$ cat src/rtl/mips_instr_assembler.sv
// Packs decoded MIPS fields into 32-bit words and streams them into instruction memory.
// Optional ASM_ADDI_EN adds class 5 (ADDI) to the set of legal encodings.
module mips_instr_assembler #(
    parameter int ADDR_W = 8
) (
    input  logic              clk,
    input  logic              rst_n,
    input  logic              start,
    input  logic [ADDR_W-1:0] base_addr,
    input  logic              in_valid,
    output logic              in_ready,
    input  logic [2:0]        in_cls,
    input  logic [4:0]        in_rs,
    input  logic [4:0]        in_rt,
    input  logic [4:0]        in_rd,
    input  logic [5:0]        in_funct,
    input  logic [15:0]       in_imm,
    input  logic [25:0]       in_target,
    input  logic              in_last,
    output logic              mem_we,
    output logic [ADDR_W-1:0] mem_addr,
    output logic [31:0]       mem_wdata,
    input  logic              mem_ready,
    output logic              busy,
    output logic              done,
    output logic              err,
    output logic [ADDR_W:0]   word_count
);

    localparam logic [1:0] S_IDLE  = 2'd0;
    localparam logic [1:0] S_RUN   = 2'd1;
    localparam logic [1:0] S_FLUSH = 2'd2;
    localparam logic [1:0] S_DONE  = 2'd3;

    logic [1:0]        state;
    logic [ADDR_W-1:0] base;
    logic [ADDR_W:0]   acc_cnt;
    logic              legal;
    logic [31:0]       enc;
    logic              accept;
    logic              wr_new;
    logic              wr_done;

    always_comb begin
        legal = 1'b1;
        enc   = '0;
        case (in_cls)
            3'd0: enc = {6'h00, in_rs, in_rt, in_rd, 5'd0, in_funct};
            3'd1: enc = {6'h23, in_rs, in_rt, in_imm};
            3'd2: enc = {6'h2B, in_rs, in_rt, in_imm};
            3'd3: enc = {6'h04, in_rs, in_rt, in_imm};
            3'd4: enc = {6'h02, in_target};
`ifdef ASM_ADDI_EN
            3'd5: enc = {6'h08, in_rs, in_rt, in_imm};
`endif
            default: legal = 1'b0;
        endcase
    end

    assign in_ready = (state == S_RUN) & (~mem_we | mem_ready);
    assign accept   = in_valid & in_ready;
    // acc_cnt MSB set means the memory is already full: drop the bundle
    assign wr_new   = accept & legal & ~acc_cnt[ADDR_W];
    assign wr_done  = mem_we & mem_ready;
    assign busy     = (state != S_IDLE);
    assign done     = (state == S_DONE);

    always_ff @(posedge clk) begin
        if (!rst_n) begin
            state      <= S_IDLE;
            base       <= '0;
            acc_cnt    <= '0;
            mem_we     <= 1'b0;
            mem_addr   <= '0;
            mem_wdata  <= '0;
            err        <= 1'b0;
            word_count <= '0;
        end else begin
            if (wr_done)
                word_count <= word_count + 1'b1;
            if (wr_new) begin
                mem_we    <= 1'b1;
                mem_addr  <= base + acc_cnt[ADDR_W-1:0];
                mem_wdata <= enc;
                acc_cnt   <= acc_cnt + 1'b1;
            end else if (wr_done) begin
                mem_we <= 1'b0;
            end
            if (accept && !wr_new)
                err <= 1'b1;
            case (state)
                S_IDLE: begin
                    if (start) begin
                        base       <= base_addr;
                        acc_cnt    <= '0;
                        word_count <= '0;
                        err        <= 1'b0;
                        state      <= S_RUN;
                    end
                end
                S_RUN: begin
                    if (accept && in_last)
                        state <= S_FLUSH;
                end
                S_FLUSH: begin
                    if (!mem_we || mem_ready)
                        state <= S_DONE;
                end
                default: state <= S_IDLE;
            endcase
        end
    end

endmodule

$ cat config.mk
export PLATFORM = sky130hd
export DESIGN_NAME = mips_instr_assembler
export DESIGN_NICKNAME = d
export VERILOG_FILES = /design/src/rtl/mips_instr_assembler.sv
export SDC_FILE = /design/constraint.sdc
export NUM_CORES = 1
export LEC_CHECK = 0
export ABC_CLOCK_PERIOD_IN_PS = 5550
export BUFFER_PORTS_ARGS = -buffer_cell sky130_fd_sc_hd__buf_2
export CORE_UTILIZATION = 41
export DETAILED_ROUTE_END_ITERATION = 12
export PLACE_DENSITY = 0.73
export SLEW_MARGIN = 15
export SYNTH_ARGS = -nofsm -noshare
export SYNTH_HDL_FRONTEND = slang
export SYNTH_SLANG_ARGS = --single-unit
export TNS_END_PERCENT = 10
$ cat constraint.sdc
create_clock -name clk -period 5.55 [get_ports clk]
set_input_delay 1.3875 -clock clk [delete_from_list [all_inputs] [get_ports clk]]
set_output_delay 1.3875 -clock clk [all_outputs]
set_load 0.02 [all_outputs]
# Word level (Yosys, flattened, before mapping)
# Cells that the tools add are included.
# totals
out_inout_bits	54
ff_bits	70
# classes
n_mux	17
n_eq_ne	10
n_reduce_logical	12
bitwise	8
addsub	3
# ops
operator	n
$pmux 32 s5	1
$mux 9	6
$add 9x1->9 const B	2
$add 8x8->8	1
$eq 3x2->1 const B	2
$mux 1	6
$mux 2	3
$pmux 2 s3	1
$and 1x1->1	5
$reduce_or 5->1	1
$eq 2x2->1 const B	2
$ne 2x2->1 const B	2
$reduce_bool 2->1	2
$eq 3x1->1 const B	1
$eq 3x3->1 const B	1
$logic_not 3->1	1
$reduce_and 3->1	1
$eq 2x1->1 const B	1
$logic_and 1x1->1	2
$logic_not 1->1	2
$logic_not 2->1	1
$ne 2x1->1 const B	1
$not 1->1	2
$reduce_and 2->1	1
other kinds (2)	2

# Depth between registers and ports, before layout
# Gate-level depths: netlist of the first run.
# logic_depth
word_depth	11
depth_mapped	8
mapped_depth_nobuf	6

# Worst setup path after synthesis of the first run
# OpenSTA, ideal clock, no wires.
# synth_timing
path_kind	input port to output port
start	input port mem_ready
end	output port in_ready
n_path_buf	0
path_stages	2
setup_slack_ps	2444
arrival_time_ps	1719
t_required_ps	4163
cell_sequence	nor2b_1 nor2_1
# synth_via
elab_chain_cells	2
# synth_lines
element	line	rtl
start: declaration	23	input logic mem_ready,
$or 1x1->1	60	assign in_ready = (state == S_RUN) & (~mem_we | mem_ready);
$and 1x1->1	60	
end: declaration	11	output logic in_ready,
# Every way passes these cells.

# Final worst setup path of the first run
# layout_timing
start	input port in_cls[2]
end	register mem_wdata[19]
# layout_via
elab_chain_cells	5
elab_cells_between_ends	10
cone_classes	eq/ne: 4; mux: 2; bitwise: 2; reduce/logical: 2
# layout_lines
element	line	rtl
start: declaration	12	input logic [2:0] in_cls,
$eq 3x3->1, or another cell as far along	47	case (in_cls)
$reduce_or 5->1 (no source line)	n/a	
$mux 1	47	
$and 1x1->1 (2 in a row)	63	assign wr_new = accept & legal & ~acc_cnt[ADDR_W];
end signal: assignment	84	mem_wdata <= enc;
end: declaration	22	output logic [31:0] mem_wdata,
# Several ways; a longest one is shown, not always the timed one.
# A chain may end at the register's enable or synchronous reset.

==> results.md, run 1 <==
Status:
- The flow ran to the end, and the final reports show no timing, DRC or antenna violations.

Logic synthesis:
- In this run the cell area of the synthesized design comes to 3592 µm².
- The sequential share of the synthesized area is 37.90%.
- The Yosys step of the flow raised 0 warnings.
- Synthesis inferred 68 register bits.
- The number of nets in the synthesized netlist is 525.
- The top cell type by area accounts for a little under two fifths of the synthesized area.
- Sorting the synthesized cells by area gives the leading types as sky130_fd_sc_hd__dfxtp_1 (38%), sky130_fd_sc_hd__a21oi_1 (7.2%), sky130_fd_sc_hd__nand3_1 (5.4%).
- The synthesized area per cell is 8.335 µm².
- The most used flip-flop cell after synthesis is sky130_fd_sc_hd__dfxtp_1.
- The library cell occupying the most area in the post-synthesis netlist is sky130_fd_sc_hd__dfxtp_1.
- Synthesis instantiated 49 different standard cells from the library.
- After synthesis, the share of flip-flops with an asynchronous set or reset is 0%.
- Yosys mapped a number of flops with a built-in enable equal to 0.
- The synthesized instance count is 431.

Global routing:
- The largest net degree at the start of global routing is 58.
- The aggregate global-route resource usage is 21.68%.
- The initial antenna violation count is 0.
- The overflow left after global routing is 0.
- The number of global-route vias before repair was 3308.
- The wire length of the first global-routing pass is 15.41 mm.

Cells and area:
- Of the cells placed in the final design, the portion with a size suffix greater than 1 is between 20% and 30%.
- The antenna diode count is 0.
- The final layout contains about 640 nets.
- The signed area change from the synthesized netlist to the final layout is 25.25%.
- The finished cells cover 4499 µm².
- Once layout is complete, the utilization of the core stands at 53.95%.

Clocking:
- The post-CTS clock slew at the launch and capture registers of the worst setup and hold paths is about 80 ps.
- No sink is reached through more buffers than the 2 on the longest clock path.
- The post-CTS setup-driven buffer insertion count is 0.
- The clock root buffer master is sky130_fd_sc_hd__clkbuf_8.
- TritonCTS built the clock tree.
- The total clock buffers created by CTS is 9.
- After clock tree synthesis, the flow added hold-fix buffers numbering 0.
- The clock latency reported for the late side of the worst-skew pair is about 340 ps.
- The H-tree was split into 3 levels.
- Gates resized during post-CTS repair numbered 0.
- The tree built by TritonCTS fans out to 68 sinks.

Place:
- At the end of routability-driven placement, the weighted congestion stood at 0.9298.
- The count of buffers inserted at the top-level ports is between 100 and 150.
- The placed cell area is about 4200 µm².
- The worst-case setup slack after placement is 1693 ps.
- After legalization and detailed placement, the total HPWL measured 6.909 mm.

STA:
- The number of endpoints with negative hold slack in the final report is 0.
- The final number of max-transition violations came to 0.
- The sum of negative setup slack is 0 ps.
- The final cycle utilization of the critical path is 61.04%.
- The remaining max-slew budget at the tightest pin is 40.35%.
- Clock skew on the completed layout was measured at around 6.9 ps.
- Setup violations remaining at the end of the flow were counted as 0.
- The slew of the pin with the lowest slew margin is 894.8 ps.
- Setup repair after global routing left no endpoint under its margin.
- Across all setup checks in the final design, the least slack found is 2162 ps.
- The routed design could run at a clock period as short as 3388 ps.
- The highest achievable clock rate is slightly below 300 MHz.

Setup path:
- For this run, the slowest stage of the critical path takes 800 ps.
- On the critical path, the stage with the largest delay is an instance of sky130_fd_sc_hd__a21o_1.
- At the worst endpoint, the arrival time is approximately 3600 ps.
- Among cell families on the critical path, the largest total delay comes from compound AO/OA/AOI/OAI gates.
- The data required time of the worst path is 5790 ps.
- The kind of end point of the critical path is a flop.
- The worst setup path is launched from an input pin.
- Counting both buffers and inverters, the worst setup path holds a total of 2.
- The highest net fanout along the worst path is 57.
- The type of the setup path with the least slack is in2reg.
- The critical path goes through buf_2 -> a21o_1 -> nor2_2 -> buf_6 -> a311oi_1.

Route:
- The average via count per standard cell is 5.578.
- The wire length after detailed routing is ~10 mm.
- The residual DRC count is 0.
- The routed layout has between 3000 and 4000 vias.
- The violation count after the first detailed-route iteration is 177.
- The final routed wire length divided by cell count is 15.07 µm.
- The number of detailed-route iterations in the first pass is 4.
- The number of nets with antenna violations after routing is 0.

Job:
- The max-capacitance violation count is 0.

Floorplan:
- The die boundary height is 95.60 µm.
- The starting utilization of the core area is 43.07%.
- The floorplan die area is 9139 µm².
- Measured along the x axis, the die boundary spans between 90 and 100 µm.
- The total number of placement rows is 33.
- The total I/O pin count is 134.
- The area of the core is 8341 µm².

Pwr:
- The total leakage power is ~1.9 nW.
- Power comes to 1.552 mW.
- The areal power density over the cells is around 340 nW/µm².
- The largest vdd supply drop is 0.1951 mV.

Hold path:
- The worst hold path belongs to the class reg2reg.
## worst reg2reg max path, stage by stage, from the launching register on
cell and delay (ps):
sky130_fd_sc_hd__dfxtp_1 350, sky130_fd_sc_hd__ha_1 230, sky130_fd_sc_hd__fa_1 440, sky130_fd_sc_hd__a211o_1 330
sky130_fd_sc_hd__a211oi_1 350, sky130_fd_sc_hd__or2_2 180, sky130_fd_sc_hd__o221ai_1 110
## stage by stage
stage	hold WS, ps	std cells
global placement	456.1	635
floorplan	440.6	431
detailed placement	455.5	635
CTS	465.9	651
global route	494.5	652
finish	463.1	652
## layout by cell type, fill, tap and decap left out, types with 7 or more instances in the layout
cell	netlist	final
sky130_fd_sc_hd__xor2_1	8	8
sky130_fd_sc_hd__nand2_1	30	30
sky130_fd_sc_hd__nor2_1	15	14
sky130_fd_sc_hd__or4_1	7	7
sky130_fd_sc_hd__o21a_1	16	16
sky130_fd_sc_hd__o21ai_0	19	19
sky130_fd_sc_hd__a211oi_1	16	16
sky130_fd_sc_hd__a311oi_1	11	11
sky130_fd_sc_hd__nand4_1	8	8
sky130_fd_sc_hd__clkbuf_8	0	10
sky130_fd_sc_hd__ha_1	13	13
sky130_fd_sc_hd__nor3_1	11	11
sky130_fd_sc_hd__mux2i_1	14	14
sky130_fd_sc_hd__dfxtp_1	68	68
sky130_fd_sc_hd__nand3_1	39	39
sky130_fd_sc_hd__a21oi_1	52	52
sky130_fd_sc_hd__nand2b_1	14	14
sky130_fd_sc_hd__buf_2	7	132
## power breakdown
group	total, mW	switching, mW	leakage (nW)	internal (mW)
Sequential	0.582	0.0365	0.552	0.545
Combinational	0.466	0.299	1.24	0.167
Clock	0.503	0.193	0.122	0.311
## Yosys cell counts (13+ instances only)
library cell / count
sky130_fd_sc_hd__dfxtp_1: 68
sky130_fd_sc_hd__a21oi_1: 52
sky130_fd_sc_hd__nand3_1: 39
sky130_fd_sc_hd__nand2_1: 30
sky130_fd_sc_hd__clkbuf_1: 24
sky130_fd_sc_hd__o21ai_0: 19
sky130_fd_sc_hd__a211oi_1: 16
sky130_fd_sc_hd__o21a_1: 16
sky130_fd_sc_hd__nor2_1: 15
sky130_fd_sc_hd__mux2i_1: 14
sky130_fd_sc_hd__nand2b_1: 14
sky130_fd_sc_hd__ha_1: 13
## flip-flops by register name (all words and copies together) (netlist names)
| name | cells |
|---|---|
| err | 1 |
| mem_wdata | 30 |
| base | 8 |
| state | 2 |
| word_count | 9 |
| mem_we | 1 |
| acc_cnt | 9 |
| mem_addr | 8 |
## per-layer routing
metal  routed length, µm  track usage (%)  share of wire [%]
met5                   0                0                  0
met4                 151            8.458                1.5
met3                 577            5.662                5.9
met2                4734            35.12                 48
met1                4361            27.42                 44
## path summary, 6_finish.rpt
path / from / end / slack, ps / cells after the start
min: base[0]$_SDFFE_PN0P_ / base[0]$_SDFFE_PN0P_ / 460 / 2
max: in_cls[2] / mem_wdata[19]$_SDFFE_PN0P_ / 2160 / 5
max reg2reg: acc_cnt[0]$_SDFF_PN0_ / mem_addr[6]$_SDFFE_PN0P_ / 3420 / 6
min reg2reg: base[0]$_SDFFE_PN0P_ / base[0]$_SDFFE_PN0P_ / 460 / 2
## kinds of logic (layout without fill, tap and decap cells)
group / Yosys count / count (layout) / synth area share [%]
AOI/OAI and AO/OA: 136 / 136 / 24.14
xor gates and xnor gates: 11 / 11 / 2.682
adders and majority gates: 14 / 14 / 5.085
buffers and inverters: 43 / 159 / 5.573
DFF: 68 / 68 / 37.90
muxes: 14 / 14 / 3.901
other: 1 / 1 / 0.1044
and+or+nand+nor: 144 / 144 / 20.62
## cell type report
type / instances / area (µm²)
timing repair buffer: 137 / 701.9
sequential: 68 / 1361
tap: 105 / 131.4
multi-input combinational: 320 / 2033
clock buffer: 10 / 137.6
fill: 805 / 3841
inverter: 6 / 22.52
clock inverter: 6 / 111.4
No activity file was read; power rests on OpenSTA's default activity.
==> inputs of run 2 (changes only) <==
--- a/config.mk
+++ b/config.mk
@@ -5,11 +5,11 @@
 export SDC_FILE = /design/constraint.sdc
 export NUM_CORES = 1
 export LEC_CHECK = 0
-export ABC_CLOCK_PERIOD_IN_PS = 5550
+export ABC_CLOCK_PERIOD_IN_PS = 3040
 export BUFFER_PORTS_ARGS = -buffer_cell sky130_fd_sc_hd__buf_2
 export CORE_UTILIZATION = 41
 export DETAILED_ROUTE_END_ITERATION = 12
-export PLACE_DENSITY = 0.73
+export PLACE_DENSITY = 0.76
 export SLEW_MARGIN = 15
 export SYNTH_ARGS = -nofsm -noshare
 export SYNTH_HDL_FRONTEND = slang
==> constraint.sdc (replaced) <==
create_clock -name clk -period 3.04 [get_ports clk]
set_input_delay 0.76 -clock clk [delete_from_list [all_inputs] [get_ports clk]]
set_output_delay 0.76 -clock clk [all_outputs]
set_load 0.02 [all_outputs]
==> run 2 against run 1 <==
  * Utilization grew 0.17 points
  * First-iteration DRC count is 14% higher
  * Critical path depth increased by 1
  * Setup slack worse by 1400 ps
  * Flip-flop and latch count is the same
  * Count of clock-buffer cells in the layout did not move
  * Die area stayed put
  * Routed wire length decreased by 1.9%
  * Sequential power is 82% higher
  * Largest cell class unchanged
  * Highest routed layer unchanged
==> results.md, run 2 (synthesis results as in run 1) <==
Setup path:
- The critical path is of the in2reg type.
- STA classifies the critical path startpoint as an input pin.
- The signal on the critical path passes through buf_2 -> or2_1 -> a21o_1 -> nor2_2 -> buf_4 -> a311oi_1.
- The slowest stage of the critical path belongs to the cell sky130_fd_sc_hd__a21o_1.
- STA puts the critical path data arrival time at between 2000 and 2500 ps.
- For this run, the slowest stage of the critical path takes slightly above 600 ps.
- At the worst endpoint, the required time is 3280 ps.
- In this run the worst path has a maximum fanout of 25.
- The kind of end point of the critical path is a flop.

STA:
- Setup violations remaining at the end of the flow were counted as 0.
- The slew of the pin with the lowest slew margin is a little under 700 ps.
- The final number of max-transition violations is 0.
- Hold is met by ~470 ps.
- The final cycle utilization of the critical path is 74.31%.
- The number of endpoints with negative hold slack in the final report is 0.
- Measured against its own limit, the worst slew margin works out to 53.96%.
- The sum of negative setup slack is 0 ps.
- Static timing analysis puts the maximum clock frequency at 442.7 MHz.
- The worst setup slack after layout is approximately 800 ps.
- Setup repair after global routing left no endpoint under its margin.
- The clock tree skew after final layout is 10.55 ps.
- The shortest period the worst path allows is 2259 ps.

Cells and area:
- The largest registers in the layout are mem_wdata: 30 flops, acc_cnt: 9 flops, word_count: 9 flops.
- In the final design database the tool counted between 600 and 700 nets.
- The non-filler instance count after layout is 656.
- The largest register by flop count is mem_wdata.
- The share of post-route cells with drive strength above 1 is 29.40%.
- Leaving out fill and tap cells, the most frequent cells in the layout are sky130_fd_sc_hd__buf_2 (132), sky130_fd_sc_hd__dfxtp_1 (68), sky130_fd_sc_hd__a21oi_1 (52).
- From synthesis to final layout, the design area changed by 25.64%.
- The most common library cell in the layout ignoring fill and taps is sky130_fd_sc_hd__buf_2.
- Once layout is complete, the utilization of the core stands at 54.11%.
- Across the whole layout, storage elements account for 1361 µm².
- The post-route cell area is 4513 µm².
- In the final layout, the multi-input gates occupy 2041 µm².
- The flip-flop count of the largest register after layout is 30.
- The number of fillers in the final layout is 821.
- The antenna diode count is 0.

Route:
- The final layout contains routed wiring with a total length of 9.642 mm.
- The average via count per standard cell is 5.523.
- The count of nets left with antenna violations once routing finished came out at 0.
- The number of detailed-route iterations in the first pass is 4.
- After detailed routing, the average wire length per cell comes to ~15 µm.
- The residual DRC count is 0.
- The routed layout has 3623 vias.
- The violation count after the first detailed-route iteration is 201.

Pwr:
- IR analysis of the VDD net gives a maximum drop of a little under 0.3 mV.
- The design draws between 2 and 3 mW.
- The total leakage power is 1.914 nW.
- The areal power density over the cells is 606.6 nW/µm².

Place:
- Prior to clock tree synthesis, the placed netlist has a worst setup slack of 438.1 ps.
- After detailed placement, the design holds a cell count of 640.
- The HPWL after detailed placement is 7.112 mm.
- The final weighted congestion in routability-driven placement is 0.8726.
- Summing all placed instances gives a cell area of about 4300 µm².
- Buffers placed on the I/O ports in this run total 132.

Status:
- The flow ran to the end, and the final reports show no timing, DRC or antenna violations.

Global routing:
- The first global-routing pass estimated 15.19 mm of wire.
- The number of global-route vias before repair is 3194.
- The aggregate global-route resource usage is 21.31%.
- After global routing the overflow that remains totals 0.
- The initial antenna violation count is 0.
- Entering global routing, the biggest net connects 49 pins.

Floorplan:
- The total I/O pin count is approximately 130.
- The die is approximately 96 µm tall.
- The region available for standard cell placement spans between 8000 and 9000 µm².
- The floorplan has 33 rows.
- Measured along the x axis, the die boundary spans 95.60 µm.
- For this configuration, the core starts out at a cell density of a little over two fifths.
- The die covers 9139 µm².

Clocking:
- The quantity of hold-fixing buffers added after cts is 0.
- After clock tree synthesis, the repair step resized 0 gates.
- The clock tree from TritonCTS is yes.
- The post-CTS setup-driven buffer insertion count is 0.
- The maximum number of buffers from clock root to sink is 2.
- CTS placed an instance of sky130_fd_sc_hd__clkbuf_8 at the clock tree root.
- The number of clock buffers added by TritonCTS is 9.
- CTS saw 68 sinks.
- After clock tree synthesis, the clock-pin slew on the worst setup and hold paths is 70 ps.
- The H-tree generated during clock tree synthesis spans 3 levels.
- Clock latency on the worst-skew pair, taken at its later pin, is 340 ps.

Job:
- The tool flagged a number of max-cap violations equal to 0.

Hold path:
- The type of the worst min-delay path is reg2reg.
[run 2: power breakdown]
part / total (mW) / internal [mW] / switching, mW
Clock: 0.817 / 0.462 / 0.355
Sequential: 1.06 / 0.996 / 0.0684
Combinational: 0.857 / 0.315 / 0.542
Total: 2.74 / 1.77 / 0.965
[run 2: final cells by class]
| class | count | area share [%] |
|---|---|---|
| clock buffer | 10 | 2.828 |
| multi-input combinational | 320 | 45.22 |
| inverter | 6 | 0.4990 |
| sequential | 68 | 30.16 |
| timing repair buffer | 141 | 16.41 |
| clock inverter | 6 | 1.968 |
| tap | 105 | 2.911 |
[run 2: final timing paths]
path	to	slack [ps]	depth (start not counted)	start
max reg2reg	acc_cnt[3]$_SDFF_PN0_	960	6	state[1]$_SDFFE_PN0P_
min	base[6]$_SDFFE_PN0P_	470	2	base[6]$_SDFFE_PN0P_
max	mem_wdata[16]$_SDFFE_PN0P_	780	6	in_cls[0]
min reg2reg	base[6]$_SDFFE_PN0P_	470	2	base[6]$_SDFFE_PN0P_
[run 2: per-layer routing]
layer | track usage (%) | up-vias | part of all wire (%)
met4 | 8.458 | 0 | 1.6
met2 | 33.45 | 117 | 48
met3 | 4.147 | 12 | 5.5
met1 | 28.65 | 1678 | 45
met5 | 0 | - | 0
li1 | - | 1816 | -
[run 2: worst max-delay path: cells and delay by family]
family	cells	cell delay, ps
buffers and inverters	2	430
AND/OR/NAND/NOR	2	420
AO/OA/AOI/OAI	2	880
